==> config.mk <==
export PLATFORM = sky130hd
export DESIGN_NAME = mem_stage_flat
export DESIGN_NICKNAME = d
export VERILOG_FILES = /design/src/rtl/mem_pkg.sv /design/src/rtl/mem_stage_if.sv /design/src/rtl/lsu_align.sv /design/src/rtl/mem_stage.sv /design/src/flat_wrapper.sv
export SDC_FILE = /design/constraint.sdc
export NUM_CORES = 1
export LEC_CHECK = 0
export ABC_AREA = 1
export BUFFER_PORTS_ARGS = -buffer_cell sky130_fd_sc_hd__buf_4
export CORE_MARGIN = 2
export CORE_UTILIZATION = 39
export CTS_CLUSTER_DIAMETER = 40
export DETAILED_ROUTE_END_ITERATION = 10
export MAX_ROUTING_LAYER = met4
export PLACE_DENSITY = 0.84
export RECOVER_POWER = 25
export SLEW_MARGIN = 25
export SYNTH_ARGS = -nofsm -noshare
export SYNTH_HDL_FRONTEND = slang
export SYNTH_SLANG_ARGS = --single-unit
==> constraint.sdc <==
create_clock -name clk -period 1.6 [get_ports clk]
set_input_delay 0.32 -clock clk [delete_from_list [all_inputs] [get_ports clk]]
set_output_delay 0.32 -clock clk [all_outputs]
set_load 0.1 [all_outputs]
==> src/rtl/mem_pkg.sv <==
// Shared definitions for the memory-access stage: funct3 encodings and FSM state type.
package mem_pkg;

  localparam logic [2:0] F3_B  = 3'b000;
  localparam logic [2:0] F3_H  = 3'b001;
  localparam logic [2:0] F3_W  = 3'b010;
  localparam logic [2:0] F3_BU = 3'b100;
  localparam logic [2:0] F3_HU = 3'b101;

  typedef enum logic [1:0] {
    IDLE = 2'd0,
    BUSY = 2'd1,
    DONE = 2'd2
  } mem_state_t;

endpackage

==> src/rtl/mem_stage_if.sv <==
// Data-memory bus between the memory-access stage (master) and data memory (slave).
interface mem_stage_if;

  logic        dmem_req;
  logic        dmem_we;
  logic [31:0] dmem_addr;
  logic [31:0] dmem_wdata;
  logic [3:0]  dmem_be;
  logic [31:0] dmem_rdata;
  logic        dmem_ready;

  modport master (
    output dmem_req, dmem_we, dmem_addr, dmem_wdata, dmem_be,
    input  dmem_rdata, dmem_ready
  );

  modport slave (
    input  dmem_req, dmem_we, dmem_addr, dmem_wdata, dmem_be,
    output dmem_rdata, dmem_ready
  );

endinterface

==> src/rtl/lsu_align.sv <==
// Combinational lane logic: store replication and byte enables, load extraction
// and extension, misalignment and illegal-funct3 detection.
module lsu_align
  import mem_pkg::*;
(
  input  logic [1:0]  offset,
  input  logic [31:0] storeData,
  input  logic [31:0] readWord,
  input  logic [2:0]  funct3,
  input  logic        isStore,
  output logic [31:0] wdata,
  output logic [3:0]  byteEn,
  output logic [31:0] loadData,
  output logic        misaligned,
  output logic        illegal
);

  logic [31:0] lane;

  assign lane = readWord >> {offset, 3'b000};

  always_comb begin
    // NOTE: every output gets a default first so no path leaves one unassigned (no latch).
    wdata      = storeData;
    byteEn     = 4'b0000;
    loadData   = lane;
    misaligned = 1'b0;
    illegal    = 1'b0;

    // Size lives in funct3[1:0] for both loads and stores.
    case (funct3[1:0])
      2'b00: begin
        wdata  = {4{storeData[7:0]}};
        byteEn = 4'b0001 << offset;
      end
      2'b01: begin
        wdata      = {2{storeData[15:0]}};
        byteEn     = 4'b0011 << {offset[1], 1'b0};
        misaligned = offset[0];
      end
      2'b10: begin
        byteEn     = 4'b1111;
        misaligned = |offset;
      end
      default: ;
    endcase

    case (funct3)
      F3_B:    loadData = {{24{lane[7]}}, lane[7:0]};
      F3_H:    loadData = {{16{lane[15]}}, lane[15:0]};
      F3_BU:   loadData = {24'd0, lane[7:0]};
      F3_HU:   loadData = {16'd0, lane[15:0]};
      default: loadData = lane;
    endcase

    if (isStore)
      illegal = funct3[2] | (&funct3[1:0]);
    else
      illegal = (&funct3[1:0]) | (funct3[2] & funct3[1]);
  end

endmodule

==> src/rtl/mem_stage.sv <==
// Memory-access stage: turns M-stage loads/stores into variable-latency bus
// transactions, stalls the pipeline while one is outstanding, and registers the load result.
module mem_stage
  import mem_pkg::*;
#(
  parameter int TIMEOUT = 255
) (
  input  logic        clk,
  input  logic        reset,
  input  logic [31:0] ALUResultM,
  input  logic [31:0] WriteDataM,
  input  logic        MemReadM,
  input  logic        MemWriteM,
  input  logic [2:0]  Funct3M,
  output logic [31:0] ReadDataM,
  output logic        StallM,
  output logic        FaultM,
  mem_stage_if.master dmem
);

  localparam int CNT_W = $clog2(TIMEOUT + 1);
  localparam logic [CNT_W-1:0] LAST_COUNT = CNT_W'(TIMEOUT - 1);

  mem_state_t       state;
  logic [CNT_W-1:0] count;
  logic             dmemReq;
  logic             timeoutFault;

  logic        access;
  logic        isStore;
  logic        isLoad;
  logic        misaligned;
  logic        illegal;
  logic        accessFault;
  logic [31:0] loadData;

  // A store wins when both strobes are set.
  assign access  = MemReadM | MemWriteM;
  assign isStore = MemWriteM;
  assign isLoad  = MemReadM & ~MemWriteM;

  lsu_align u_align (
    .offset     (ALUResultM[1:0]),
    .storeData  (WriteDataM),
    .readWord   (dmem.dmem_rdata),
    .funct3     (Funct3M),
    .isStore    (isStore),
    .wdata      (dmem.dmem_wdata),
    .byteEn     (dmem.dmem_be),
    .loadData   (loadData),
    .misaligned (misaligned),
    .illegal    (illegal)
  );

  assign accessFault = misaligned | illegal;

  assign dmem.dmem_req  = dmemReq;
  assign dmem.dmem_we   = isStore;
  assign dmem.dmem_addr = {ALUResultM[31:2], 2'b00};

  // Stall starts combinationally in IDLE so upstream holds the instruction from its first cycle.
  assign StallM = (state == BUSY) || (state == IDLE && access && !accessFault);
  assign FaultM = (state == IDLE && access && accessFault) || timeoutFault;

  // NOTE: all state here uses non-blocking assignments so every register sees pre-edge values.
  always_ff @(posedge clk) begin
    if (!reset) begin
      state        <= IDLE;
      count        <= '0;
      dmemReq      <= 1'b0;
      timeoutFault <= 1'b0;
      ReadDataM    <= '0;
    end else begin
      timeoutFault <= 1'b0;
      case (state)
        IDLE: begin
          if (access) begin
            if (accessFault) begin
              ReadDataM <= '0;
            end else begin
              state   <= BUSY;
              dmemReq <= 1'b1;
              count   <= '0;
            end
          end
        end
        BUSY: begin
          // A response on the final waiting cycle still completes the access.
          if (dmem.dmem_ready) begin
            dmemReq <= 1'b0;
            state   <= DONE;
            if (isLoad) ReadDataM <= loadData;
          end else if (count == LAST_COUNT) begin
            dmemReq      <= 1'b0;
            state        <= DONE;
            ReadDataM    <= '0;
            timeoutFault <= 1'b1;
          end else begin
            count <= count + 1'b1;
          end
        end
        DONE:    state <= IDLE;
        default: state <= IDLE;
      endcase
    end
  end

endmodule

==> src/flat_wrapper.sv <==
// flat-port wrapper written by rule: the top's interface ports become plain ports
module mem_stage_flat import mem_pkg::*;
#(
  parameter int TIMEOUT = 255
)
  (clk, reset, ALUResultM, WriteDataM, MemReadM, MemWriteM, Funct3M, ReadDataM, StallM, FaultM, dmem_dmem_req, dmem_dmem_we, dmem_dmem_addr, dmem_dmem_wdata, dmem_dmem_be, dmem_dmem_rdata, dmem_dmem_ready);
  mem_stage_if dmem_i ();
  input  logic clk;
  input  logic reset;
  input  logic [31:0] ALUResultM;
  input  logic [31:0] WriteDataM;
  input  logic MemReadM;
  input  logic MemWriteM;
  input  logic [2:0] Funct3M;
  output logic [31:0] ReadDataM;
  output logic StallM;
  output logic FaultM;
  output wire logic [$bits(dmem_i.dmem_req)-1:0] dmem_dmem_req;
  output wire logic [$bits(dmem_i.dmem_we)-1:0] dmem_dmem_we;
  output wire logic [$bits(dmem_i.dmem_addr)-1:0] dmem_dmem_addr;
  output wire logic [$bits(dmem_i.dmem_wdata)-1:0] dmem_dmem_wdata;
  output wire logic [$bits(dmem_i.dmem_be)-1:0] dmem_dmem_be;
  input wire logic [$bits(dmem_i.dmem_rdata)-1:0] dmem_dmem_rdata;
  input wire logic [$bits(dmem_i.dmem_ready)-1:0] dmem_dmem_ready;
  assign dmem_dmem_req = dmem_i.dmem_req;
  assign dmem_dmem_we = dmem_i.dmem_we;
  assign dmem_dmem_addr = dmem_i.dmem_addr;
  assign dmem_dmem_wdata = dmem_i.dmem_wdata;
  assign dmem_dmem_be = dmem_i.dmem_be;
  assign dmem_i.dmem_rdata = dmem_dmem_rdata;
  assign dmem_i.dmem_ready = dmem_dmem_ready;
  mem_stage #(.TIMEOUT(TIMEOUT)) u_core (.clk(clk), .reset(reset), .ALUResultM(ALUResultM), .WriteDataM(WriteDataM), .MemReadM(MemReadM), .MemWriteM(MemWriteM), .Funct3M(Funct3M), .ReadDataM(ReadDataM), .StallM(StallM), .FaultM(FaultM), .dmem(dmem_i));
endmodule
# == Word level (Yosys, flattened, before mapping) ==
# Index checks and enable logic that the tools add are counted.
# op_classes
mux,27
n_bitwise,9
eq_ne,14
shift,3
reduce_logical,17
addsub,1
# ops
op,count
2-to-1 mux 32 bit,5
one-hot mux 32 bit (2 select lines),2
one-hot mux 32 bit (4 select lines),1
2-to-1 mux 8 bit,4
>> shifter 32 x 5 -> 32 bit,1
one-hot mux 8 bit (2 select lines),1
one-hot mux 4 bit (3 select lines),1
AND reduction 5 bit,2
adder 8 x 1 -> 8 bit (second input constant),1
== test 8 bit (second input constant),1
2-to-1 mux 2 bit,4
== test 3 bit (second input constant),2
2-to-1 mux 1 bit,6
!= test 2 bit (second input constant),3
== test 2 x 1 -> 1 bit (second input constant),2
logical NOT 2 bit,2
!= test 2 x 1 -> 1 bit (second input constant),2
OR 1 bit,4
one-hot mux 1 bit (2 select lines),2
one-hot mux 2 bit (2 select lines),1
AND reduction 4 bit,1
<< shifter 1 x 2 -> 4 bit (first input constant),1
<< shifter 2 x 2 -> 4 bit (first input constant),1
== test 3 x 1 -> 1 bit (second input constant),1
14 further kinds,20
# totals
word_cells,76
register_bits,44

# == Depth between registers and ports, before layout ==
# logic_depth
ltp_word,7
depth_mapped,12

# == By module ==
# Synthesis repeated with hierarchy kept, for this count alone.
# unflattened
hier_cells,623
hier_area_um2,3877.5
# modules_own_cells
mod,n_inst,area_per_inst_um2,cells_per_inst
mem_stage,1,2548.7,358
lsu_align,1,1328.8,265

# == Worst setup path before layout ==
# OpenSTA, ideal clock, no wires.
# synth_timing
kind,input to output
from,input Funct3M[0]
to,output dmem_dmem_wdata[16]
t_required_ps,1280
path_stages,6
arrival_time_ps,3106
slack_ps,-1826
path_buffers,2
path_cell_list,inv_1 > ha_1 > buf_2 > nor2_2 > clkbuf_1 > o21ai_0
# synth_via
elab_chain_len,2
# synth_lines
element,line,text
"start, declared",flat_wrapper.sv:14,input logic [2:0] Funct3M;
== test 2 x 1 -> 1 bit or logical NOT 2 bit (tied branches),lsu_align.sv:31,case (funct3[1:0])
one-hot mux 32 bit (2 select lines) *,lsu_align.sv:31,
"end, declared",flat_wrapper.sv:21,output wire logic [$bits(dmem_i.dmem_wdata)-1:0] dmem_dmem_wdata;
# Every way passes the cells marked *; elsewhere a longest branch is shown, timed or not.

# == Worst setup path in the final report ==
# layout_timing
from,input Funct3M[1]
to,output dmem_dmem_be[3]
# layout_via
elab_chain_len,2
# layout_lines
element,line,text
== test 2 bit (tied with other cells),lsu_align.sv:31,
one-hot mux 4 bit (3 select lines) *,lsu_align.sv:31,
"end, declared",flat_wrapper.sv:22,output wire logic [$bits(dmem_i.dmem_be)-1:0] dmem_dmem_be;
# Marked as above.

==> run summary <==
RSZ-0062 raised after global routing: yes
Register share of total power: 22.7%
CP endpoint kind: primary output
Post-synth top flop: dfxtp_1
Worst flop-to-flop path endpoint: u_core.ReadDataM[23]
Final total power: 4.98 mW
Number of I/O port buffers: 145
Multi-input gate area: 0.00255 mm²
Number of synthesized flops with an enable pin: 0
Share of cells above drive strength 1: 56.1%
Worst-case reg-to-reg path depth: 11
HPWL after DPL: 9110 µm
Crit-path max FO: 4
Routability cong.: 0.909
Area delta synth->final: 89.0%
# fillers: 503
Net Sw Power: 2.10 mW
DIE WIDTH: 95.2 µm
Critical path startpoint category: primary input
Type of the tightest min-delay check: in -> reg
R2R setup slack: -0.12 ns
Avg Cell Area, Syn: 6.63 µm²
Clock network power share: 23.7%
Max Clock Skew: 0.00862 ns
DR pass1 iterations: 6
DR DRC count: 0
Post-synthesis sequential area ratio: 27.2%
Non-filler cells, final: 750
Worst-Skew Late Latency: 0.30 ns
Pleak: 2.65 nW
Final ANT Viol Nets: 0
Congestion Overflow GR: 0
Crit path DAT: 1.54 ns
GR Util All Layers: 31.5%
Post-layout min period: 1.86 ns
Diode count: 0
Clock Path Buffers: 2
Area leader, netlist: dfxtp_1
Failing checks: setup timing
Post-Synthesis Cells: 489
Yosys top cell area share: 27.2%
Clock-pin slew on the worst setup and hold paths: 0.08 ns
Int Power: 2.88 mW
Core area: 0.00813 mm²
Net count, final: 754
Final setup margin: -0.259 ns
Drt initial violations: 581
Hold EP: u_core.timeoutFault
Cell Area, Synth: 0.00324 mm²
CTS tree: done
Worst Path Required: 1.28 ns
Synth warn: 0
CP Class: in -> out
Clock Sinks: 44
Period Utilization, post-route: 116%
Initial antenna violation count: 0
Die area: 0.00906 mm²
Switching share of total power: 42.1%
FMAX: 538 MHz
Vias per cell: 6.11
Final core occ: 75.4%
Min-Delay Startpoint: dmem_dmem_ready
Final Setup Violations: 63
DP Cell Count: 715
Outcome: finished, violations left
Die Height: 95.2 µm
Flops & latches, synth: 44
Minimum hold slack: 0.232 ns
Hold Path Depth: 2
Synth area leaders: dfxtp_1 27%, nand2_1 14%, buf_4 9.7%
DR WL/cell: 22.2 µm
Part of the power in combinational logic: 53.6%
TritonCTS Buffers: 5
PD cells: 812 mW/mm²
Yosys cell types: 36
Vias in the first global route: 4148
Final Hold Viols: 0
Routed WL: 16700 µm
Pin count of the biggest net entering global routing: 34
Async SR Flop Fraction: 0%
First-pass GRT wire length: 21300 µm
Max cap viols: 0
Worst VDD drop: 632 µV
# rows: 33
Htree depth: 2
CTS Root Cell: clkbuf_8
Starting Density: 39.9%
FF+latch area: 883 µm²
Vias: 4581
Ports: 208
Slew Viols, Final: 0
Reg2Reg Launch Point: u_core.count[0]
## how the worst max path moves through the flow
| stage | cells after the start | endpoint | slack (ns) | start |
|---|---|---|---|---|
| 2_1_floorplan | 4 | dmem_dmem_wdata[26] | -0.81 | Funct3M[1] |
| 3_3_place_gp | 11 | StallM | -0.35 | Funct3M[0] |
| 3_5_place_dp | 11 | StallM | -0.37 | Funct3M[0] |
| 4_1_cts | 8 | dmem_dmem_wdata[29] | -0.15 | Funct3M[1] |
| 5_1_grt | 11 | StallM | -0.27 | Funct3M[1] |
| 6_report | 9 | dmem_dmem_be[3] | -0.26 | Funct3M[1] |
## final cells by class
cell class / count / area share (%)
multi-input combinational: 346 / 41.6
timing repair buffer: 214 / 36.3
sequential: 44 / 14.4
inverter: 33 / 2.90
tap: 105 / 2.14
clock inverter: 3 / 1.47
clock buffer: 5 / 1.12
## critical path, stage by stage
cell	delay (ns)
buf_12	0.12
buf_4	0.14
ha_4	0.17
inv_2	0.06
buf_4	0.09
o21ai_1	0.08
a31oi_1	0.30
nor2_4	0.07
buf_12	0.17
## power by group through the flow
| stage | clock, mW | combinational, mW | sequential [mW] |
|---|---|---|---|
| after floorplan | 0 | 1.62 | 1.25 |
| after global placement | 0 | 1.86 | 1.15 |
| after detailed placement | 0 | 1.88 | 1.15 |
| after CTS | 1.17 | 2.34 | 1.13 |
| after global routing | 1.22 | 2.73 | 1.13 |
| final | 1.18 | 2.67 | 1.13 |
## layer usage
metal / share of wire [%] / wire, µm / vias to the layer above / GRT usage [%]
met5: 0 / 0 / - / -
met2: 48 / 7940 / 388 / 52.2
met1: 33 / 5530 / 2128 / 35.4
met4: 8.3 / 1390 / 0 / 17.6
met3: 11 / 1800 / 149 / 6.25
li1: - / - / 1916 / -
## synthesized netlist by cell type, drive strengths merged, types with 7 or more instances
cell and instances:
nand4 16, o211ai 7, nor2 27, o21ai 48, clkbuf 11, inv 31, nand3 31, buf 56
dfxtp 44, a22oi 7, nand2 127, a21oi 49, or2 7
## cells by family after synthesis
kind of cell | count (synthesis) | share of synthesized area, %
flip-flops | 44 | 27.2
XOR/XNOR | 6 | 1.62
adder cells (fa/ha/maj) | 6 | 2.31
AO/OA/AOI/OAI | 123 | 21.0
buffers and inverters | 100 | 17.7
other | 1 | 0.116
AND/OR/NAND/NOR | 209 | 30.1
## sequential cells by signal, indices dropped and copies added, names as in the netlist
name	count
u_core.dmem.dmem_req	1
u_core.state	2
u_core.timeoutFault	1
u_core.count	8
u_core.ReadDataM	32
## layout by cell type (no fill, tap or decap), types with 4 or more instances in the layout
cell type,Yosys,layout
clkbuf_8,0,5
nand2_1,119,68
nand4_1,16,16
dfxtp_1,44,42
o21ai_0,47,36
o21ai_4,0,7
buf_4,42,152
nand3_1,29,22
nor2_2,5,6
nor2_1,20,13
a21oi_2,0,12
nand2_4,2,17
ha_4,0,4
inv_2,4,6
o211ai_1,7,7
inv_1,27,19
a21oi_1,49,34
a22oi_1,7,7
nor2_4,1,7
nand3_2,0,4
buf_12,0,33
nand3_4,2,5
buf_6,4,21
or2_2,7,7
xor2_1,6,6
nand2_2,6,32
nand2_8,0,10
## timing repair
| item | CTS | global route |
|---|---|---|
| hold buffers | 0 | 0 |
| gates cloned | 5 | 3 |
| resized for setup | 145 | 104 |
| pin swaps | 23 | 28 |
| setup buffers | 14 | 12 |
| endpoints found under the setup margin | 46 | 72 |
| endpoints found under the hold margin | 0 | 0 |
## stage by stage
step | setup WS (ns) | TNS (ns) | instance area, µm²
2_1_floorplan | -0.807 | -16.76 | 3570
3_3_place_gp | -0.347 | -14.20 | 4680
4_1_cts | -0.154 | -2.63 | 5640
3_5_place_dp | -0.370 | -17.29 | 4680
6_report | -0.259 | -8.72 | 6130
5_1_grt | -0.275 | -11.05 | 6130
Power figures use the tool's default switching activity.
